--- src/rtl/ram_load_sequencer_if.sv ---
// ram_load_sequencer_if: loader stream, CPU strobe, RAM strobe and bus signals.
// The slave modport is the sequencer; the master modport is the environment
// (program source, CPU control block, RAM/bus).
interface ram_load_sequencer_if #(
    parameter int unsigned ADDR_W = 4
);
    logic              load_mode;
    logic              in_valid;
    logic [7:0]        in_data;
    logic              in_ready;
    logic              cpu_nLma;
    logic              cpu_nLmd;
    logic              cpu_nCE;
    logic              cpu_nLr;
    logic              ram_nLma;
    logic              ram_nLmd;
    logic              ram_nCE;
    logic              ram_nLr;
    logic [7:0]        bus_out;
    logic              bus_oe;
    logic [7:0]        bus_in;
    logic              cpu_hold;
    logic [ADDR_W-1:0] load_addr;
    logic              done;
    logic              err;

    modport slave (
        input  load_mode, in_valid, in_data,
        input  cpu_nLma, cpu_nLmd, cpu_nCE, cpu_nLr,
        input  bus_in,
        output in_ready,
        output ram_nLma, ram_nLmd, ram_nCE, ram_nLr,
        output bus_out, bus_oe, cpu_hold, load_addr, done, err
    );

    modport master (
        output load_mode, in_valid, in_data,
        output cpu_nLma, cpu_nLmd, cpu_nCE, cpu_nLr,
        output bus_in,
        input  in_ready,
        input  ram_nLma, ram_nLmd, ram_nCE, ram_nLr,
        input  bus_out, bus_oe, cpu_hold, load_addr, done, err
    );
endinterface

--- src/rtl/ram_load_sequencer.sv ---
// ram_load_sequencer: streams program bytes into a MAR/RAM pair by taking over
// the RAM strobes and the bus, one ADDR/DATA/WRITE sequence per byte.
// Optional feature macro: LOADER_READBACK_EN adds a VERIFY cycle that reads the
// byte back and raises a sticky err on mismatch.
module ram_load_sequencer #(
    parameter int unsigned RAM_DEPTH = 16,
    parameter int unsigned ADDR_W    = 4
) (
    input  logic                 clk,
    input  logic                 rst,
    ram_load_sequencer_if.slave  lif
);

    localparam logic [ADDR_W-1:0] LAST_ADDR = ADDR_W'(RAM_DEPTH - 1);

`ifdef LOADER_READBACK_EN
    typedef enum logic [2:0] {
        S_IDLE, S_ADDR, S_DATA, S_WRITE, S_VERIFY
    } state_e;
`else
    typedef enum logic [1:0] {
        S_IDLE, S_ADDR, S_DATA, S_WRITE
    } state_e;
`endif

    state_e            state_q, state_d;
    logic [ADDR_W-1:0] load_addr_q, load_addr_d;
    logic              done_q, done_d;
    logic [7:0]        hold_q, hold_d;

    logic              in_ready;
    logic              seq_end;
    logic              own;
    logic              seq_nLma, seq_nLmd, seq_nCE, seq_nLr;
    logic [7:0]        bus_out;
    logic              bus_oe;

    // State, address counter, done flag and held byte
    always_ff @(posedge clk) begin
        if (rst) begin
            state_q     <= S_IDLE;
            load_addr_q <= '0;
            done_q      <= 1'b0;
            hold_q      <= 8'h00;
        end else begin
            state_q     <= state_d;
            load_addr_q <= load_addr_d;
            done_q      <= done_d;
            hold_q      <= hold_d;
        end
    end

    // Next-state: accept a byte in IDLE, walk ADDR->DATA->WRITE(->VERIFY), then bump the address
    always_comb begin
        state_d     = state_q;
        load_addr_d = load_addr_q;
        done_d      = done_q;
        hold_d      = hold_q;
        seq_end     = 1'b0;
        in_ready    = (state_q == S_IDLE) && lif.load_mode && !done_q;

        case (state_q)
            S_IDLE: begin
                if (done_q && !lif.load_mode) begin
                    done_d      = 1'b0;
                    load_addr_d = '0;
                end else if (in_ready && lif.in_valid) begin
                    hold_d  = lif.in_data;
                    state_d = S_ADDR;
                end
            end
            S_ADDR:  state_d = S_DATA;
            S_DATA:  state_d = S_WRITE;
`ifdef LOADER_READBACK_EN
            S_WRITE:  state_d = S_VERIFY;
            S_VERIFY: seq_end = 1'b1;
`else
            S_WRITE:  seq_end = 1'b1;
`endif
            default: state_d = S_IDLE;
        endcase

        // Last cycle of a byte sequence: return to IDLE and advance (wrapping) address
        if (seq_end) begin
            state_d     = S_IDLE;
            load_addr_d = load_addr_q + ADDR_W'(1);
            if (load_addr_q == LAST_ADDR) begin
                done_d = 1'b1;
            end
        end
    end

    // Strobe and bus decode for the current sequence step
    always_comb begin
        seq_nLma = 1'b1;
        seq_nLmd = 1'b1;
        seq_nCE  = 1'b1;
        seq_nLr  = 1'b1;
        bus_out  = 8'h00;
        bus_oe   = 1'b0;
        case (state_q)
            S_ADDR: begin
                bus_out  = 8'(load_addr_q);
                bus_oe   = 1'b1;
                seq_nLma = 1'b0;
            end
            S_DATA: begin
                bus_out  = hold_q;
                bus_oe   = 1'b1;
                seq_nLmd = 1'b0;
            end
            S_WRITE: begin
                seq_nLr = 1'b0;
            end
`ifdef LOADER_READBACK_EN
            S_VERIFY: begin
                seq_nCE = 1'b0;
            end
`endif
            default: begin
                bus_oe = 1'b0;
            end
        endcase
    end

    // Loader owns the RAM strobes whenever it is requested or mid-sequence
    assign own = lif.load_mode || (state_q != S_IDLE);

    assign lif.ram_nLma  = own ? seq_nLma : lif.cpu_nLma;
    assign lif.ram_nLmd  = own ? seq_nLmd : lif.cpu_nLmd;
    assign lif.ram_nCE   = own ? seq_nCE  : lif.cpu_nCE;
    assign lif.ram_nLr   = own ? seq_nLr  : lif.cpu_nLr;
    assign lif.cpu_hold  = own;
    assign lif.in_ready  = in_ready;
    assign lif.bus_out   = bus_out;
    assign lif.bus_oe    = bus_oe;
    assign lif.load_addr = load_addr_q;
    assign lif.done      = done_q;

`ifdef LOADER_READBACK_EN
    logic err_q, err_d;

    // Sticky readback mismatch detection during VERIFY
    always_comb begin
        err_d = err_q;
        if ((state_q == S_VERIFY) && (lif.bus_in != hold_q)) begin
            err_d = 1'b1;
        end
    end

    // Error flag register, cleared only by reset
    always_ff @(posedge clk) begin
        if (rst) begin
            err_q <= 1'b0;
        end else begin
            err_q <= err_d;
        end
    end

    assign lif.err = err_q;
`else
    logic unused_bus_in;

    assign unused_bus_in = ^lif.bus_in;
    assign lif.err       = 1'b0;
`endif

endmodule

--- src/flat_wrapper.sv ---
// flat-port wrapper written by rule: the top's interface ports become plain ports
module ram_load_sequencer_flat 
#(
    parameter int unsigned RAM_DEPTH = 16,
    parameter int unsigned ADDR_W    = 4
)
  (clk, rst, lif_load_mode, lif_in_valid, lif_in_data, lif_cpu_nLma, lif_cpu_nLmd, lif_cpu_nCE, lif_cpu_nLr, lif_bus_in, lif_in_ready, lif_ram_nLma, lif_ram_nLmd, lif_ram_nCE, lif_ram_nLr, lif_bus_out, lif_bus_oe, lif_cpu_hold, lif_load_addr, lif_done, lif_err);
  ram_load_sequencer_if #(.ADDR_W(ADDR_W)) lif_i ();
  input  logic clk;
  input  logic rst;
  input wire logic [$bits(lif_i.load_mode)-1:0] lif_load_mode;
  input wire logic [$bits(lif_i.in_valid)-1:0] lif_in_valid;
  input wire logic [$bits(lif_i.in_data)-1:0] lif_in_data;
  input wire logic [$bits(lif_i.cpu_nLma)-1:0] lif_cpu_nLma;
  input wire logic [$bits(lif_i.cpu_nLmd)-1:0] lif_cpu_nLmd;
  input wire logic [$bits(lif_i.cpu_nCE)-1:0] lif_cpu_nCE;
  input wire logic [$bits(lif_i.cpu_nLr)-1:0] lif_cpu_nLr;
  input wire logic [$bits(lif_i.bus_in)-1:0] lif_bus_in;
  output wire logic [$bits(lif_i.in_ready)-1:0] lif_in_ready;
  output wire logic [$bits(lif_i.ram_nLma)-1:0] lif_ram_nLma;
  output wire logic [$bits(lif_i.ram_nLmd)-1:0] lif_ram_nLmd;
  output wire logic [$bits(lif_i.ram_nCE)-1:0] lif_ram_nCE;
  output wire logic [$bits(lif_i.ram_nLr)-1:0] lif_ram_nLr;
  output wire logic [$bits(lif_i.bus_out)-1:0] lif_bus_out;
  output wire logic [$bits(lif_i.bus_oe)-1:0] lif_bus_oe;
  output wire logic [$bits(lif_i.cpu_hold)-1:0] lif_cpu_hold;
  output wire logic [$bits(lif_i.load_addr)-1:0] lif_load_addr;
  output wire logic [$bits(lif_i.done)-1:0] lif_done;
  output wire logic [$bits(lif_i.err)-1:0] lif_err;
  assign lif_i.load_mode = lif_load_mode;
  assign lif_i.in_valid = lif_in_valid;
  assign lif_i.in_data = lif_in_data;
  assign lif_i.cpu_nLma = lif_cpu_nLma;
  assign lif_i.cpu_nLmd = lif_cpu_nLmd;
  assign lif_i.cpu_nCE = lif_cpu_nCE;
  assign lif_i.cpu_nLr = lif_cpu_nLr;
  assign lif_i.bus_in = lif_bus_in;
  assign lif_in_ready = lif_i.in_ready;
  assign lif_ram_nLma = lif_i.ram_nLma;
  assign lif_ram_nLmd = lif_i.ram_nLmd;
  assign lif_ram_nCE = lif_i.ram_nCE;
  assign lif_ram_nLr = lif_i.ram_nLr;
  assign lif_bus_out = lif_i.bus_out;
  assign lif_bus_oe = lif_i.bus_oe;
  assign lif_cpu_hold = lif_i.cpu_hold;
  assign lif_load_addr = lif_i.load_addr;
  assign lif_done = lif_i.done;
  assign lif_err = lif_i.err;
  ram_load_sequencer #(.RAM_DEPTH(RAM_DEPTH), .ADDR_W(ADDR_W)) u_core (.clk(clk), .rst(rst), .lif(lif_i));
endmodule
--- config.mk ---
export PLATFORM = sky130hd
export DESIGN_NAME = ram_load_sequencer_flat
export DESIGN_NICKNAME = d
export VERILOG_FILES = /design/src/rtl/ram_load_sequencer_if.sv /design/src/rtl/ram_load_sequencer.sv /design/src/flat_wrapper.sv
export SDC_FILE = /design/constraint.sdc
export NUM_CORES = 1
export LEC_CHECK = 0
export CORE_AREA = 2 2 50 52
export CTS_CLUSTER_SIZE = 30
export DETAILED_ROUTE_END_ITERATION = 12
export DIE_AREA = 0 0 52 54
export PLACE_DENSITY_LB_ADDON = 0.3
export SYNTH_ARGS = -nofsm -noshare
export SYNTH_HDL_FRONTEND = slang
export SYNTH_SLANG_ARGS = --single-unit
--- constraint.sdc ---
create_clock -name clk -period 4.9 [get_ports clk]
set_input_delay 0.98 -clock clk [delete_from_list [all_inputs] [get_ports clk]]
set_output_delay 0.98 -clock clk [all_outputs]
set_load 0.01 [all_outputs]
==> flow_metrics.py <==
metrics = {
    "synthesis": {
        "ys_top_cells_by_area": "dfxtp_1 33%, ha_1 8.4%, a21oi_1 7.8%",
        "yosysSeqAreaShare_pct": 33.4,
        "async_flop_share_pct": 0,
        "syn_nets": 140,
        "synth-edff-count": 0,
        "synth_cell_types": 31,
        "synth_cells": 110,
        "syn_area_per_cell_sq_um": 8.17,
        "syn-cell-area_sq_um": 898,
        "synth.largest_area_cell": "dfxtp_1",
        "synth_flop_cell": "dfxtp_1",
        "yosysTopAreaCellShare_pct": 33.4,
        "yosys_warnings": 0,
        "synth.ff_latch_count": 15,
    },
    "routing": {
        "antenna_left": 0,
        "drc": 0,
        "wl_um": 2090,
        "drtPass1Iterations": 4,
        "wire_per_inst_um": 12.2,
        "dr.first_iter.drc_count": 19,
        "vias_per_cell": 4.99,
        "vias": 858,
    },
    "global_route": {
        "grt_start_max_net_pins": 20,
        "grt_use_met1_pct": 19.1,
        "globalRoute.busiestLayer": "met2",
        "grtUsageTotal_pct": 16.2,
        "antenna_found_initial": 0,
        "grt_pass1_wl_um": 3440,
        "use_met2_pct": 29.5,
        "overflow": 0,
        "met3_usage_pct": 1.94,
        "grt_pass1_vias": 802,
    },
    "clock_tree": {
        "postCtsSetupBuffers": 0,
        "cts_htree_levels": 1,
        "post_cts_resized": 0,
        "clkTransAtPathRegs_ns": 0.09,
        "clock_sinks": 15,
        "cts-root-buf": "clkbuf_4",
        "cts_made_buffers": 3,
        "ctsHoldBuffers": 0,
        "cts_tree": "built",
        "clk_latency_ns": 0.28,
        "clockBufferDepth": 2,
    },
    "run": {
        "cap_violations": 0,
    },
    "power_and_ir_drop": {
        "internal_power_uw": 297,
        "power_frac_clock_pct": 14.0,
        "fin_total_pwr_uw": 489,
        "p_seq_share_pct": 31.8,
        "vdd_drop_max_mv": 0.227,
        "p_sw_uw": 193,
        "p_sw_share_pct": 39.3,
        "p_per_area_nw_per_um2": 382,
        "leakage_nw": 0.450,
        "comb_power_share_pct": 54.2,
    },
    "layout": {
        "nNetsFinal": 173,
        "area_delta_synth_final_pct": 42.6,
        "multiInputGateArea_sq_um": 554,
        "register_area_sq_um": 300,
        "final_cell_mix": "35 x clkdlybuf4s50_1, 18 x nand2_1, 15 x dfxtp_1",
        "stdcell_area_sq_um": 1280,
        "layout_commonest_cell": "clkdlybuf4s50_1",
        "diodes": 0,
        "fillers": 212,
        "final_cells": 172,
        "drive_gt1_share_pct": 7.04,
    },
    "place": {
        "portBuffers": 35,
        "dpl.cell_count": 168,
        "postPlaceCellArea_sq_um": 1250,
        "detailed_place_hpwl_um": 1560,
        "place_congestion": 0.786,
    },
    "die": {
        "die_h_um": 54,
        "rows": 18,
        "die_area_sq_um": 2810,
        "dieWidth_um": 52,
        "floorplan.core_area_sq_um": 2320,
        "initial_core_util_pct": 38.7,
        "io_pins": 45,
    },
    "timing": {
        "fin_crit_sh_pct": 74.1,
        "worst_slew_pin_slew_ns": 0.657,
        "rsz0062_at_grt": "false",
        "final_hold_viol_count": 0,
        "slew_violations": 0,
        "setup_viol": 0,
        "fin_hold_ws_ns": 0.456,
        "relSlewSlack_pct": 56.0,
        "fin_worst_skew_ns": 0.00528,
        "period_minus_slack_ns": 3.63,
        "max_freq_mhz": 275,
        "fin_setup_tns_ns": 0,
    },
    "worst_setup_path": {
        "crit_required_ns": 3.92,
        "crit_type": "input port to primary output",
        "critPathMaxFanout": 9,
        "end_kind": "primary output",
        "startpoint_type": "input port",
        "cp.arrival_ns": 2.65,
    },
    "run_status": {
        "status": "completed",
    },
    "hold_path": {
        "holdCritPathClass": "flop to flop",
    },
}
==> per-stage QoR <==
| stage | utilization, % | setup WS, ns |
|---|---|---|
| final | 55.2 | 1.27 |
| after global routing | 55.2 | 1.15 |
| after detailed placement | 54.0 | 1.29 |
| after CTS | 55.2 | 1.27 |
| after global placement | 54.0 | 1.29 |
| after floorplan | - | 2.30 |
==> power groups by stage <==
stage                     logic (mW)  registers (mW)  clock network, mW
after floorplan                0.168           0.156                  0
after global placement         0.260           0.158                  0
after detailed placement       0.266           0.158                  0
after CTS                      0.268           0.155             0.0714
after global routing           0.293           0.159             0.0769
final                          0.265           0.156             0.0687
==> path summary, 6_finish.rpt <==
check | from | to | slack, ns | cells after the start
hold reg to reg | u_core.hold_q[6] | u_core.hold_q[6] | 0.46 | 2
setup / recovery | lif_load_mode | lif_ram_nLmd | 1.27 | 5
hold / removal | u_core.hold_q[6] | u_core.hold_q[6] | 0.46 | 2
setup reg to reg | u_core.state_q[0] | u_core.lif.load_addr[2] | 3.01 | 5
==> cells in the mapped netlist, drive strengths merged, types with 3 or more instances <==
cell and count:
nand2 18, dfxtp 15, a21oi 14, ha 6
nand2b 6, nor2 5, a22oi 4, and2 4
clkbuf 4, nor2b 4, buf 3, inv 3
nor3 3
==> state kept, by name, summed over array words and instances (netlist names) <==
| signal | cells |
|---|---|
| u_core.hold_q | 8 |
| u_core.lif.load_addr | 4 |
| u_core.state_q | 2 |
| u_core.lif.done | 1 |
==> final cells by class <==
| class | count | area share [%] |
|---|---|---|
| multi-input cells | 85 | 43.3 |
| repair buffers | 35 | 27.3 |
| flip-flops and latches | 15 | 23.4 |
| well taps | 30 | 2.93 |
| clock buffers | 3 | 1.76 |
| inverters | 3 | 0.879 |
| clock inverters | 1 | 0.391 |
==> worst max-delay path, stage by stage <==
cell             delay (ns)
clkdlybuf4s50_1        0.61
nand2b_1               0.32
nor2_1                 0.07
a21oi_1                0.12
clkdlybuf4s50_1        0.55
==> cell families after synthesis <==
family / Yosys count / share of synthesized area (%)
AO/OA/AOI/OAI: 24 / 16.6
buffers and inverters: 10 / 4.87
adder cells (fa/ha/maj): 6 / 8.36
AND/OR/NAND/NOR: 52 / 33.8
multiplexers: 2 / 2.51
other: 1 / 0.417
flip-flops: 15 / 33.4
==> metal layers <==
layer  wire (um)  vias to the layer above
li1            -                      444
met3         133                        2
met5           0                        -
met1         958                      385
met2         984                       27
met4          15                        0
Power figures use the tool's default switching activity.
